`config.mk`:
```
export PLATFORM = sky130hd
export DESIGN_NAME = prog_mem_loader
export DESIGN_NICKNAME = d
export VERILOG_FILES = /design/src/rtl/prog_mem_pkg.sv /design/src/rtl/prog_mem_array.sv /design/src/rtl/prog_mem_loader.sv
export SDC_FILE = /design/constraint.sdc
export NUM_CORES = 1
export LEC_CHECK = 0
export CELL_PAD_IN_SITES_DETAIL_PLACEMENT = 1
export CELL_PAD_IN_SITES_GLOBAL_PLACEMENT = 1
export CORE_MARGIN = 4
export CORE_UTILIZATION = 47
export CTS_CLUSTER_DIAMETER = 60
export DETAILED_ROUTE_END_ITERATION = 10
export PLACE_DENSITY = 0.74
export SYNTH_ARGS = -nofsm -noshare
export SYNTH_HDL_FRONTEND = slang
export SYNTH_SLANG_ARGS = --single-unit
export TNS_END_PERCENT = 10
```
`constraint.sdc`:
```
create_clock -name clk -period 2.25 [get_ports clk]
set_input_delay 0.45 -clock clk [delete_from_list [all_inputs] [get_ports clk]]
set_output_delay 0.45 -clock clk [all_outputs]
set_load 0.05 [all_outputs]
```
`src/rtl/prog_mem_pkg.sv`:
```
// Shared types and helpers for the field-loadable program memory.
// Holds the loader state encoding, the default fill word and the beats-per-word calculation.
package prog_mem_pkg;

  typedef enum logic {
    IDLE = 1'b0,
    LOAD = 1'b1
  } state_t;

  localparam logic [5:0] FILL_DEFAULT = 6'h3F;

  // Number of load-port chunks needed to cover one instruction word.
  function automatic int beats(input int instr_w, input int load_w);
    return (instr_w + load_w - 1) / load_w;
  endfunction

endpackage

```
`src/rtl/prog_mem_array.sv`:
```
// Instruction storage with a per-entry valid vector.
// One synchronous write port, one combinational read port, and a clear-all for the valid bits.
module prog_mem_array #(
  parameter int DEPTH   = 32,
  parameter int INSTR_W = 6,
  parameter int AW      = 5
) (
  input  logic               clk,
  input  logic               rst_n,
  input  logic               clear,
  input  logic               we,
  input  logic [AW-1:0]      waddr,
  input  logic [INSTR_W-1:0] wdata,
  input  logic [AW-1:0]      raddr,
  output logic [INSTR_W-1:0] rdata,
  output logic               rvalid
);

  logic [INSTR_W-1:0] mem [DEPTH];
  logic [DEPTH-1:0]   valid_reg;

  // Contents are never reset; the valid bits alone decide what is visible.
  always_ff @(posedge clk) begin
    if (we) begin
      mem[waddr] <= wdata;
    end
  end

  generate
    for (genvar gi = 0; gi < DEPTH; gi++) begin : g_valid
      always_ff @(posedge clk) begin
        if (!rst_n || clear) begin
          valid_reg[gi] <= 1'b0;
        end else if (we && (waddr == AW'(gi))) begin
          valid_reg[gi] <= 1'b1;
        end
      end
    end
  endgenerate

  assign rdata  = mem[raddr];
  assign rvalid = valid_reg[raddr];

endmodule

```
`src/rtl/prog_mem_loader.sv`:
```
// Field-loadable instruction memory: packs chunked load-port data into words,
// writes them sequentially, and serves zero-latency CPU fetches while holding the CPU during a load.
module prog_mem_loader
  import prog_mem_pkg::*;
#(
  parameter int                 ADDR_W  = 8,
  parameter int                 INSTR_W = 6,
  parameter int                 DEPTH   = 32,
  parameter int                 LOAD_W  = 4,
  parameter logic [INSTR_W-1:0] FILL    = INSTR_W'(FILL_DEFAULT)
) (
  input  logic                       clk,
  input  logic                       rst_n,
  input  logic [ADDR_W-1:0]          address,
  output logic [INSTR_W-1:0]         instruction,
  input  logic                       ld_start,
  input  logic                       ld_valid,
  input  logic [LOAD_W-1:0]          ld_data,
  input  logic                       ld_end,
  output logic                       ld_ready,
  output logic                       cpu_hold,
  output logic [$clog2(DEPTH+1)-1:0] prog_len,
  output logic                       overflow
);

  localparam int BEATS  = beats(INSTR_W, LOAD_W);
  localparam int LEN_W  = $clog2(DEPTH + 1);
  localparam int AW     = (DEPTH > 1) ? $clog2(DEPTH) : 1;
  localparam int BEAT_W = (BEATS > 1) ? $clog2(BEATS) : 1;

  state_t               state_reg, state_next;
  logic [LEN_W-1:0]     wr_ptr_reg;
  logic [BEAT_W-1:0]    beat_reg;
  logic [INSTR_W-1:0]   asm_reg;
  logic [INSTR_W-1:0]   asm_next;
  logic                 overflow_reg;
  logic                 loading;
  logic                 fire;
  logic                 last_beat;
  logic                 word_we;
  logic                 mem_full;
  logic [INSTR_W-1:0]   rd_word;
  logic                 rd_valid;

  assign loading   = (state_reg == LOAD);
  // A start pulse wins over a coincident chunk, so the chunk is dropped.
  assign fire      = ld_valid && loading && !ld_start;
  assign last_beat = (beat_reg == BEAT_W'(BEATS - 1));
  assign word_we   = fire && last_beat;
  assign mem_full  = (wr_ptr_reg == LEN_W'(DEPTH));
  // Only the low INSTR_W bits of the assembled value survive, so the shifter is kept word-wide.
  assign asm_next  = INSTR_W'({asm_reg, ld_data});

  always_comb begin
    state_next = state_reg;
    case (state_reg)
      IDLE: begin
        if (ld_start) state_next = LOAD;
      end
      LOAD: begin
        if (ld_start) begin
          state_next = LOAD;
        end else if (ld_end) begin
          state_next = IDLE;
        end else if (word_we && (wr_ptr_reg == LEN_W'(DEPTH - 1))) begin
          state_next = IDLE;
        end
      end
      default: state_next = IDLE;
    endcase
  end

  always_ff @(posedge clk) begin
    if (!rst_n) begin
      state_reg <= IDLE;
    end else begin
      state_reg <= state_next;
    end
  end

  // wr_ptr doubles as the program length: both count words written since the last start.
  always_ff @(posedge clk) begin
    if (!rst_n) begin
      wr_ptr_reg   <= '0;
      beat_reg     <= '0;
      asm_reg      <= '0;
      overflow_reg <= 1'b0;
    end else if (ld_start) begin
      wr_ptr_reg   <= '0;
      beat_reg     <= '0;
      overflow_reg <= 1'b0;
    end else if (loading) begin
      if (fire) begin
        asm_reg <= asm_next;
        if (last_beat) begin
          beat_reg   <= '0;
          wr_ptr_reg <= wr_ptr_reg + LEN_W'(1);
        end else begin
          beat_reg <= beat_reg + BEAT_W'(1);
        end
      end
      if (ld_end) begin
        beat_reg <= '0;
      end
    end else if (ld_valid && mem_full) begin
      overflow_reg <= 1'b1;
    end
  end

  prog_mem_array #(
    .DEPTH  (DEPTH),
    .INSTR_W(INSTR_W),
    .AW     (AW)
  ) u_array (
    .clk   (clk),
    .rst_n (rst_n),
    .clear (ld_start),
    .we    (word_we),
    .waddr (wr_ptr_reg[AW-1:0]),
    .wdata (asm_next),
    .raddr (address[AW-1:0]),
    .rdata (rd_word),
    .rvalid(rd_valid)
  );

  always_comb begin
    instruction = rd_word;
    if (loading || (int'(address) >= DEPTH) || !rd_valid) begin
      instruction = FILL;
    end
  end

  assign ld_ready = loading;
  assign cpu_hold = loading;
  assign prog_len = wr_ptr_reg;
  assign overflow = overflow_reg;

endmodule

```
Word level (Yosys, flattened, before mapping)
Memory sizes are Yosys's and may differ from the RTL's.
Cells that the tools add are included.
{"block": "word_totals", "output_inout_bits": 15, "memories": 1, "ff_bits": 43, "ram_bits": 192, "input_bits": 17}
{"block": "classes", "mux": 13, "add_sub_neg": 2, "eq_ne": 33, "reduce_logical": 50, "n_lt_le_gt_ge": 2, "bitwise": 3}
{"memory": "u_array.mem", "depth": 32, "word_bits": 6, "read_ports": 1, "rd_clocked_by_memory_dff": 0, "wr": 1, "line_no": "prog_mem_array.sv:19", "source": "logic [INSTR_W-1:0] mem [DEPTH];"}
{"op": "== test 5 bit, second input constant", "n": 16}
{"op": "== test 5 x 4 -> 1 bit, second input constant", "n": 8}
{"op": "logical AND 1 bit", "n": 37}
{"op": "== test 5 x 3 -> 1 bit, second input constant", "n": 4}
{"op": "== test 5 x 2 -> 1 bit, second input constant", "n": 2}
{"op": "two-way mux 1 bit", "n": 10}
{"op": "greater-or-equal comparator 8 x 6 -> 1 bit, second input constant", "n": 1}
{"op": "adder 6 x 1 -> 6 bit, second input constant", "n": 1}
{"op": "== test 6 x 5 -> 1 bit, second input constant", "n": 1}
{"op": "== test 6 bit, second input constant", "n": 1}
{"op": "< comparator 5 x 6 -> 1 bit, second input constant", "n": 1}
{"op": "two-way mux 6 bit", "n": 1}
{"op": "AND reduction 3 bit", "n": 2}
{"op": "binary-select mux 1 bit (select 5 bit)", "n": 1}
{"op": "== test 5 x 1 -> 1 bit, second input constant", "n": 1}
{"op": "zero test 5 bit", "n": 1}
{"op": "AND reduction 2 bit", "n": 2}
{"op": "zero test 1 bit", "n": 3}
{"op": "logical OR 1 bit", "n": 3}
{"op": "inverter 1 bit", "n": 3}
{"op": "one-hot mux 1 bit (2 select lines)", "n": 1}
{"op": "nonzero test 2 bit", "n": 1}
{"op": "OR reduction 2 bit", "n": 1}
{"op": "adder 1 bit, second input constant", "n": 1}

Logic depth before layout (Yosys ltp)
Gate-level depths: netlist of run 1.
{"block": "logic_depth", "depth_word": 8, "ltp_mapped": 9, "mapped_depth_nobuf": 7}

Hierarchy
Synthesis of run 1 repeated with hierarchy kept, for this count alone.
{"block": "hier_totals", "cells_unflattened": 470, "hier_area_um2": 9236.4}
{"module": "prog_mem_array", "n_inst": 1, "area_each_um2": 8653.3, "cells_each": 401}
{"module": "prog_mem_loader", "n_inst": 1, "area_each_um2": 583.1, "cells_each": 69}

Worst setup path after synthesis of run 1
Ideal clock, no wire load.
{"block": "synth_path", "path_kind": "reg2reg", "startpoint": "reg state_reg, in the netlist cpu_hold", "endpoint": "mem u_array.mem[16][0], enable pin", "synth_period_minus_slack_ps": 2592, "arrival_time_ps": 2203, "path_stages_with_launch": 5, "slack_ps": -342, "cell_sequence": "dfxtp_1 and4b_1 clkbuf_1 nand2_1 nor4_1"}
{"block": "synth_via", "elab_chain_len": 5}
{"element": "start: declaration", "line_no": "prog_mem_loader.sv:31", "source": "state_t state_reg, state_next;"}
{"element": "start signal: assignment", "line_no": "prog_mem_loader.sv:77", "source": "state_reg <= state_next;"}
{"element": "logical AND 1 bit (2 in series)", "line_no": "prog_mem_loader.sv:47", "source": "assign fire = ld_valid && loading && !ld_start;"}
{"element": "logical AND 1 bit", "line_no": "prog_mem_loader.sv:49", "source": "assign word_we = fire && last_beat;"}
{"element": "two-way mux 1 bit", "line_no": "prog_mem_array.sv:24", "source": "if (we) begin"}
{"element": "two-way mux 1 bit (not written as such)", "line_no": "prog_mem_array.sv:25", "source": "mem[waddr] <= wdata;"}
{"element": "end: declaration", "line_no": "prog_mem_array.sv:19"}
Every way passes these cells.

Final worst setup path of run 1
{"block": "layout_path", "startpoint": "reg u_array.valid_reg[27]", "endpoint": "out instruction[0]"}
{"block": "layout_via", "elab_chain_len": 5}
{"element": "start: declaration", "line_no": "prog_mem_array.sv:20", "source": "logic [DEPTH-1:0] valid_reg;"}
{"element": "start signal: indexed assignment", "line_no": "prog_mem_array.sv:33", "source": "valid_reg[gi] <= 1'b0;"}
{"element": "start signal: indexed assignment", "line_no": "prog_mem_array.sv:35", "source": "valid_reg[gi] <= 1'b1;"}
{"element": "binary-select mux 1 bit (select 5 bit)", "line_no": "prog_mem_array.sv:42", "source": "assign rvalid = valid_reg[raddr];"}
{"element": "two-way mux 1 bit (not written as such)", "line_no": "prog_mem_array.sv:42"}
{"element": "zero test 1 bit", "line_no": "prog_mem_loader.sv:128", "source": "if (loading || (int'(address) >= DEPTH) || !rd_valid) begin"}
{"element": "logical OR 1 bit", "line_no": "prog_mem_loader.sv:128"}
{"element": "two-way mux 6 bit", "line_no": "prog_mem_loader.sv:128"}
{"element": "end: declaration", "line_no": "prog_mem_loader.sv:15", "source": "output logic [INSTR_W-1:0] instruction,"}
Every way passes these cells. The select of a mux whose other input is x is not followed.

==> impl_results.md, run 1 <==
- Worst-case clock buffer depth: 3
- Max VDD drop: 0.0005424 V
- WL per Instance: 24.49 um
- Non-Filler Instances: 954
- # port buffers: 31
- Seq cells post-synth: 235
- Antenna-violating nets left: 0
- Setup bufs post-CTS: 0
- Antenna violations before repair: 0
- Static leakage: 4.139 nW
- Slew headroom: 57.22%
- Die area: 22500 um2
- First-pass GRT wire length: 36090 um
- Crit-path max FO: 3
- Unique cell type count in the Yosys netlist: 47
- Worst-Skew Late Latency: 0.51 ns
- P per Cell Area: 781.9 nW/um2
- Total CTS buffers: 25
- Ys async rst share: 0%
- Failing checks: negative setup slack
- Post-Syn Area: 9475 um2
- Worst setup margin: -0.6224 ns
- IO Count: 32
- Gpl congestion: 0.7839
- Syn_nets: 581
- Core area: 19650 um2
- Clk sinks: 235
- Layout cells sized above 1: 30.91%
- Sw frac: 20.98%
- Period Utilization, post-route: 127.7%
- RSZ-0062 raised after global routing: true
- Area growth, synth to finish: 23.41%
- Max Cap Viol: 0
- N_diodes: 0
- Initial core utilization: 48.21%
- Post-Place Cells: 908
- Die Span X: 150.0 um
- Placed Area: 10730 um2
- Number of fillers in the final layout: 1824
- First DRT Iteration DRCs: 384
- Post-synth EDFFs: 192
- Vias per cell: 5.639
- HP Class: reg -> reg
- Post-layout util: 59.50%
- Die Y: 150.0 um
- Max reg flops: 192
- Setup violations, final: 6
- Crit Path Class: reg -> out
- Area taken by flip-flops and latches: 6630 um2
- Final net count: 694
- Comb pwr share: 5.4%
- Tmin final: 2.872 ns
- Drt drc: 0
- Grt total ovfl: 0
- Via count: 5380
- CTS tree: yes
- H-Tree Depth: 1
- Routed WL: 23360 um
- Hold Vio Cnt, Final: 0
- Total Power: 9.143 mW
- Crit start category: flop
- Internal power: 7.225 mW
- Detailed placement HPWL: 15480 um
- Tot GR Track Use: 21.56%
- Critical Path End Type: output pin
- Status: finished with violations
- Worst path required time: 1.80 ns
- Peak Freq: 348.1 MHz
- Mapped Avg Cell Area: 16.98 um2
- Post-synthesis cell count: 558
- Slew Viols, Final: 0
- Arrival time worst endpoint: 2.42 ns
- Seq pwr share: 51.3%
- Root Buffer: clkbuf_16
- Clk_skew: 0.01086 ns
- Rows: 51
- Pin count of the biggest net entering global routing: 34
- Area taken by multi-input logic gates: 2803 um2
- Number of global-route vias before repair: 5917
- Seq/Total Area, Yosys: 69.93%
- Worst Tran Pin Value: 0.6417 ns
- Synth Flop Type: edfxtp_1
- CTS clk-pin slew, worst paths: 0.06 ns
- DR pass1 iterations: 4
- Setup WS pre-CTS: -0.7426 ns
- Sw Pwr: 1.918 mW
- Design area: 11690 um2
- YS warnings: 0
- Clock power frac: 43.3%
==> cells in the final DEF (no fill, tap or decap), types with 8 or more instances in the layout <==
cell / instances
inv_1: 9
buf_12: 8
buf_4: 81
nor3_1: 15
edfxtp_1: 192
mux2i_1: 25
dfxtp_1: 40
mux4_2: 34
clkdlybuf4s50_1: 16
nor2_1: 36
nand2_1: 23
clkbuf_16: 25
a21oi_1: 11
mux4_1: 9
o21a_1: 27
==> power by group through the flow <==
stage / sequential [mW] / combinational [mW] / clock, mW
floorplan: 4.79 / 0.255 / 0
global placement: 4.78 / 0.447 / 0
detailed placement: 4.78 / 0.463 / 0
CTS: 4.69 / 0.487 / 4.03
global route: 4.68 / 0.528 / 4.25
finish: 4.69 / 0.493 / 3.96
==> cell usage after synthesis (2+ instances only) <==
library cell / count / area (um2)
a211oi_1: 7 / 52.55
dlygate4sd1_1: 3 / 26.28
buf_1: 4 / 15.01
xor2_1: 2 / 17.52
a21boi_0: 2 / 15.01
edfxtp_1: 192 / 5766
nor2b_1: 10 / 62.56
nor3_1: 22 / 110.1
nand2_1: 23 / 86.33
nor2_1: 36 / 135.1
a22oi_1: 5 / 37.54
clkbuf_1: 10 / 37.54
buf_2: 4 / 20.02
buf_4: 4 / 30.03
buf_12: 2 / 40.04
o21a_1: 27 / 202.7
o22ai_1: 6 / 37.54
a221oi_1: 5 / 43.79
or4_1: 2 / 15.01
nor3b_1: 6 / 45.04
o21ai_0: 9 / 45.04
ha_1: 6 / 75.07
buf_6: 6 / 67.56
inv_1: 9 / 33.78
nand3_1: 4 / 20.02
mux2i_1: 25 / 250.2
dfxtp_1: 43 / 860.8
a21oi_1: 12 / 60.06
nor4_1: 4 / 25.02
a211o_1: 7 / 61.31
mux4_1: 14 / 367.9
mux4_2: 29 / 653.1
nand2b_1: 4 / 25.02
==> repair_timing <==
item | in CTS | in global routing
pin swaps | 6 | 7
setup endpoints to repair | 9 | 6
gates resized for setup | 26 | 13
hold buffers | 0 | 0
cloned | 1 | 0
==> critical path: stages, from the launching register on <==
cell	delay, ns
dfxtp_2	0.33
mux4_4	0.66
nor4bb_4	0.34
nor3_4	0.06
nand3_2	0.14
buf_6	0.13
a211o_4	0.11
buf_12	0.13
==> layout make-up <==
cell class	count	share of cell area, %
Clock buffer	32	5.660
Clock inverter	13	1.113
Inverter	9	0.2889
Multi-Input combinational cell	281	23.97
Sequential cell	235	56.70
Tap cell	265	2.835
Timing Repair Buffer	119	9.437
==> metal layers <==
layer	track usage (%)	routed length, um	share of wire (%)	up-vias
met4	5.078	424	1.8	0
met2	37.13	12030	51	121
li1	-	-	-	2437
met5	0	0	0	-
met3	3.210	1104	4.7	35
met1	29.20	9803	42	2787
==> cells by family after synthesis <==
logic type | share of synthesized area (%)
fa+ha+maj | 0.7923
flops | 69.93
compound gates | 6.246
xor+xnor | 0.1849
mux | 13.80
buf+inv | 2.852
simple gates | 6.193
==> worst paths after layout <==
check	startpoint	to	slack (ns)	cells after the start
max	u_array.valid_reg[27]	instruction[0]	-0.62	7
min	u_array.valid_reg[6]	u_array.valid_reg[6]	0.47	1
min reg2reg	u_array.valid_reg[6]	u_array.valid_reg[6]	0.47	1
max reg2reg	prog_len[0]	u_array.mem[0][1]	0.34	6
==> per-stage QoR <==
step	TNS, ns	hold WS [ns]
after floorplan	-1.002	0.4288
after global placement	-4.041	0.4392
after detailed placement	-6.232	0.4523
after CTS	-3.655	0.4675
after global routing	-4.021	0.4860
final	-3.687	0.4674
Note: power is estimated with default switching activity, not from simulation.
==> inputs of run 2 (changes only) <==
Settings changed: PLACE_DENSITY 0.74 to 0.84, SLEW_MARGIN from default to 20.
==> run 2 against run 1 <==
  * The run still ends with negative setup slack left
  * Die area unchanged
  * Sequential power about the same
  * Sequential share of layout area decreased by 0.16 points
  * Global-route usage increased by 2.8 points
  * Critical path depth decreased by 1
  * Non-clock buffer count decreased by 10
  * Via count increased by 5.5%
  * Register-to-register slack got worse by 0.05 ns
  * Final area increased by 0.32%
  * Hold slack improved by 0.0095 ns
  * Power decreased by 2.0%
  * Critical path type unchanged
  * Critical endpoint is now instruction[1]
==> impl_results.md, run 2 (same netlist as run 1, synthesis figures left out) <==
- Worst setup margin: -0.5954 ns
- Peak Freq: 351.5 MHz
- Crit Path Class: reg -> out
- Core area: 19650 um2
- RSZ-0062 raised after global routing: true
- Worst hold start: u_array.valid_reg[10]
- DR pass1 iterations: 5
- Detailed placement HPWL: 15950 um
- Arrival time worst endpoint: 2.40 ns
- Crit start category: flop
- Clock power frac: 41.7%
- Worst path required time: 1.80 ns
- N_diodes: 0
- Rows: 51
- Root Buffer: clkbuf_16
- H-Tree Depth: 1
- Slew Viols, Final: 0
- Slew headroom: 53.95%
- Tot GR Track Use: 24.37%
- Sw frac: 21.81%
- CTS tree: yes
- Start point of the critical path: u_array.mem[3][1]
- HP Class: reg -> reg
- Comb pwr share: 6.0%
- WHS: 0.4769 ns
- Clk sinks: 235
- Period Utilization, post-route: 126.5%
- Internal power: 7.003 mW
- Number of global-route vias before repair: 6123
- Initial core utilization: 48.21%
- P per Cell Area: 763.4 nW/um2
- Max reg flops: 192
- Area taken by flip-flops and latches: 6633 um2
- Worst-case clock buffer depth: 3
- Sw Pwr: 1.953 mW
- Seq pwr share: 52.3%
- Hold Vio Cnt, Final: 0
- Static leakage: 4.147 nW
- # port buffers: 31
- Area taken by multi-input logic gates: 2928 um2
- Worst-Skew Late Latency: 0.52 ns
- Routed WL: 26660 um
- WL per Instance: 28.27 um
- Total CTS buffers: 24
- IO Count: 32
- Antenna-violating nets left: 0
- Setup WS pre-CTS: -0.7555 ns
- Status: finished with violations
- Die Span X: 150.0 um
- CTS clk-pin slew, worst paths: 0.06 ns
- Worst Tran Pin Value: 0.6899 ns
- First DRT Iteration DRCs: 467
- Area growth, synth to finish: 23.81%
- Most frequent cells in the layout: edfxtp_1 (192), buf_4 (71), dfxtp_1 (38)
- Max Cap Viol: 0
- Via count: 5674
- Gpl congestion: 0.8213
- Number of fillers in the final layout: 1821
- Die Y: 150.0 um
- Commonest non-fill, non-tap cell in the layout: edfxtp_1
- Max VDD drop: 0.0005191 V
- Drt drc: 0
- Die area: 22500 um2
- Reg-to-Reg Start: prog_len[0]
- Pin count of the biggest net entering global routing: 34
- Clk_skew: 0.02119 ns
- Setup violations, final: 6
- Antenna violations before repair: 0
- Grt total ovfl: 0
- Critical Path End Type: output pin
- Vias per cell: 6.017
- Crit-path max FO: 1
- Final net count: 683
- Tmin final: 2.845 ns
- Failing checks: negative setup slack
- Layout cells sized above 1: 32.01%
- First-pass GRT wire length: 40140 um
[run 2: cell types whose count changed in the layout (fill, tap and decap cells not counted), sizes merged]
cell / previous run / this run
clkbuf: 32 / 37
buf: 97 / 86
bufinv: 2 / 0
inv: 10 / 9
clkdlybuf4s50: 16 / 12
bufbuf: 1 / 2
clkinv: 8 / 5
dlymetal6s2s: 1 / 2
dlygate4sd2: 4 / 7
[run 2: metrics by stage]
stage	setup TNS (ns)	utilization [%]	total power [mW]	area [um2]	instances
2_1_floorplan	-1.002	-	5.045	9614	558
3_3_place_gp	-4.189	54.30	5.213	10670	895
3_5_place_dp	-7.872	54.30	5.236	10670	895
4_1_cts	-3.307	59.15	8.930	11620	942
5_1_grt	-3.709	59.69	9.217	11730	943
6_report	-3.477	59.69	8.956	11730	943
[run 2: power groups by stage]
stage,logic (mW),clock network (mW),registers [mW]
finish,0.533,3.73,4.69
global route,0.560,3.97,4.69
CTS,0.502,3.74,4.69
detailed placement,0.454,0,4.78
global placement,0.432,0,4.78
floorplan,0.255,0,4.79
[run 2: routing by layer]
layer | vias up | GRT usage [%] | routed length [um]
li1 | 2413 | - | -
met1 | 2946 | 32.08 | 10610
met2 | 265 | 42.96 | 13470
met3 | 50 | 2.604 | 1810
met4 | 0 | 7.365 | 765
met5 | - | 0 | 0
[run 2: layout make-up]
| type | count | area share (%) |
|---|---|---|
| Sequential cell | 235 | 56.54 |
| Multi-Input combinational cell | 281 | 24.96 |
| Timing Repair Buffer | 109 | 9.226 |
| Clock buffer | 37 | 5.802 |
| Tap cell | 265 | 2.826 |
| Clock inverter | 7 | 0.3626 |
| Inverter | 9 | 0.2880 |
[run 2: what timing repair did]
action | 4_1_cts | 5_1_grt
hold buffers | 0 | 0
pin swaps | 11 | 14
resized for setup | 44 | 23
buffers inserted | 2 | 1
setup endpoints to repair | 11 | 13
gates cloned | 2 | 0
[run 2: critical path, stage by stage, from the launching register on]
cell      delay [ns]
edfxtp_1        0.39
mux4_2          0.52
nor2b_4         0.15
a211oi_2        0.29
nor3_2          0.10
a211o_4         0.29
buf_12          0.15
[run 2: path summary, 6_finish.rpt]
kind	to	slack, ns	depth (start not counted)
worst max register to register	u_array.mem[0][2]	0.29	6
worst max-delay path	instruction[1]	-0.60	6
worst min register to register	u_array.valid_reg[10]	0.48	1
worst min-delay path	u_array.valid_reg[10]	0.48	1
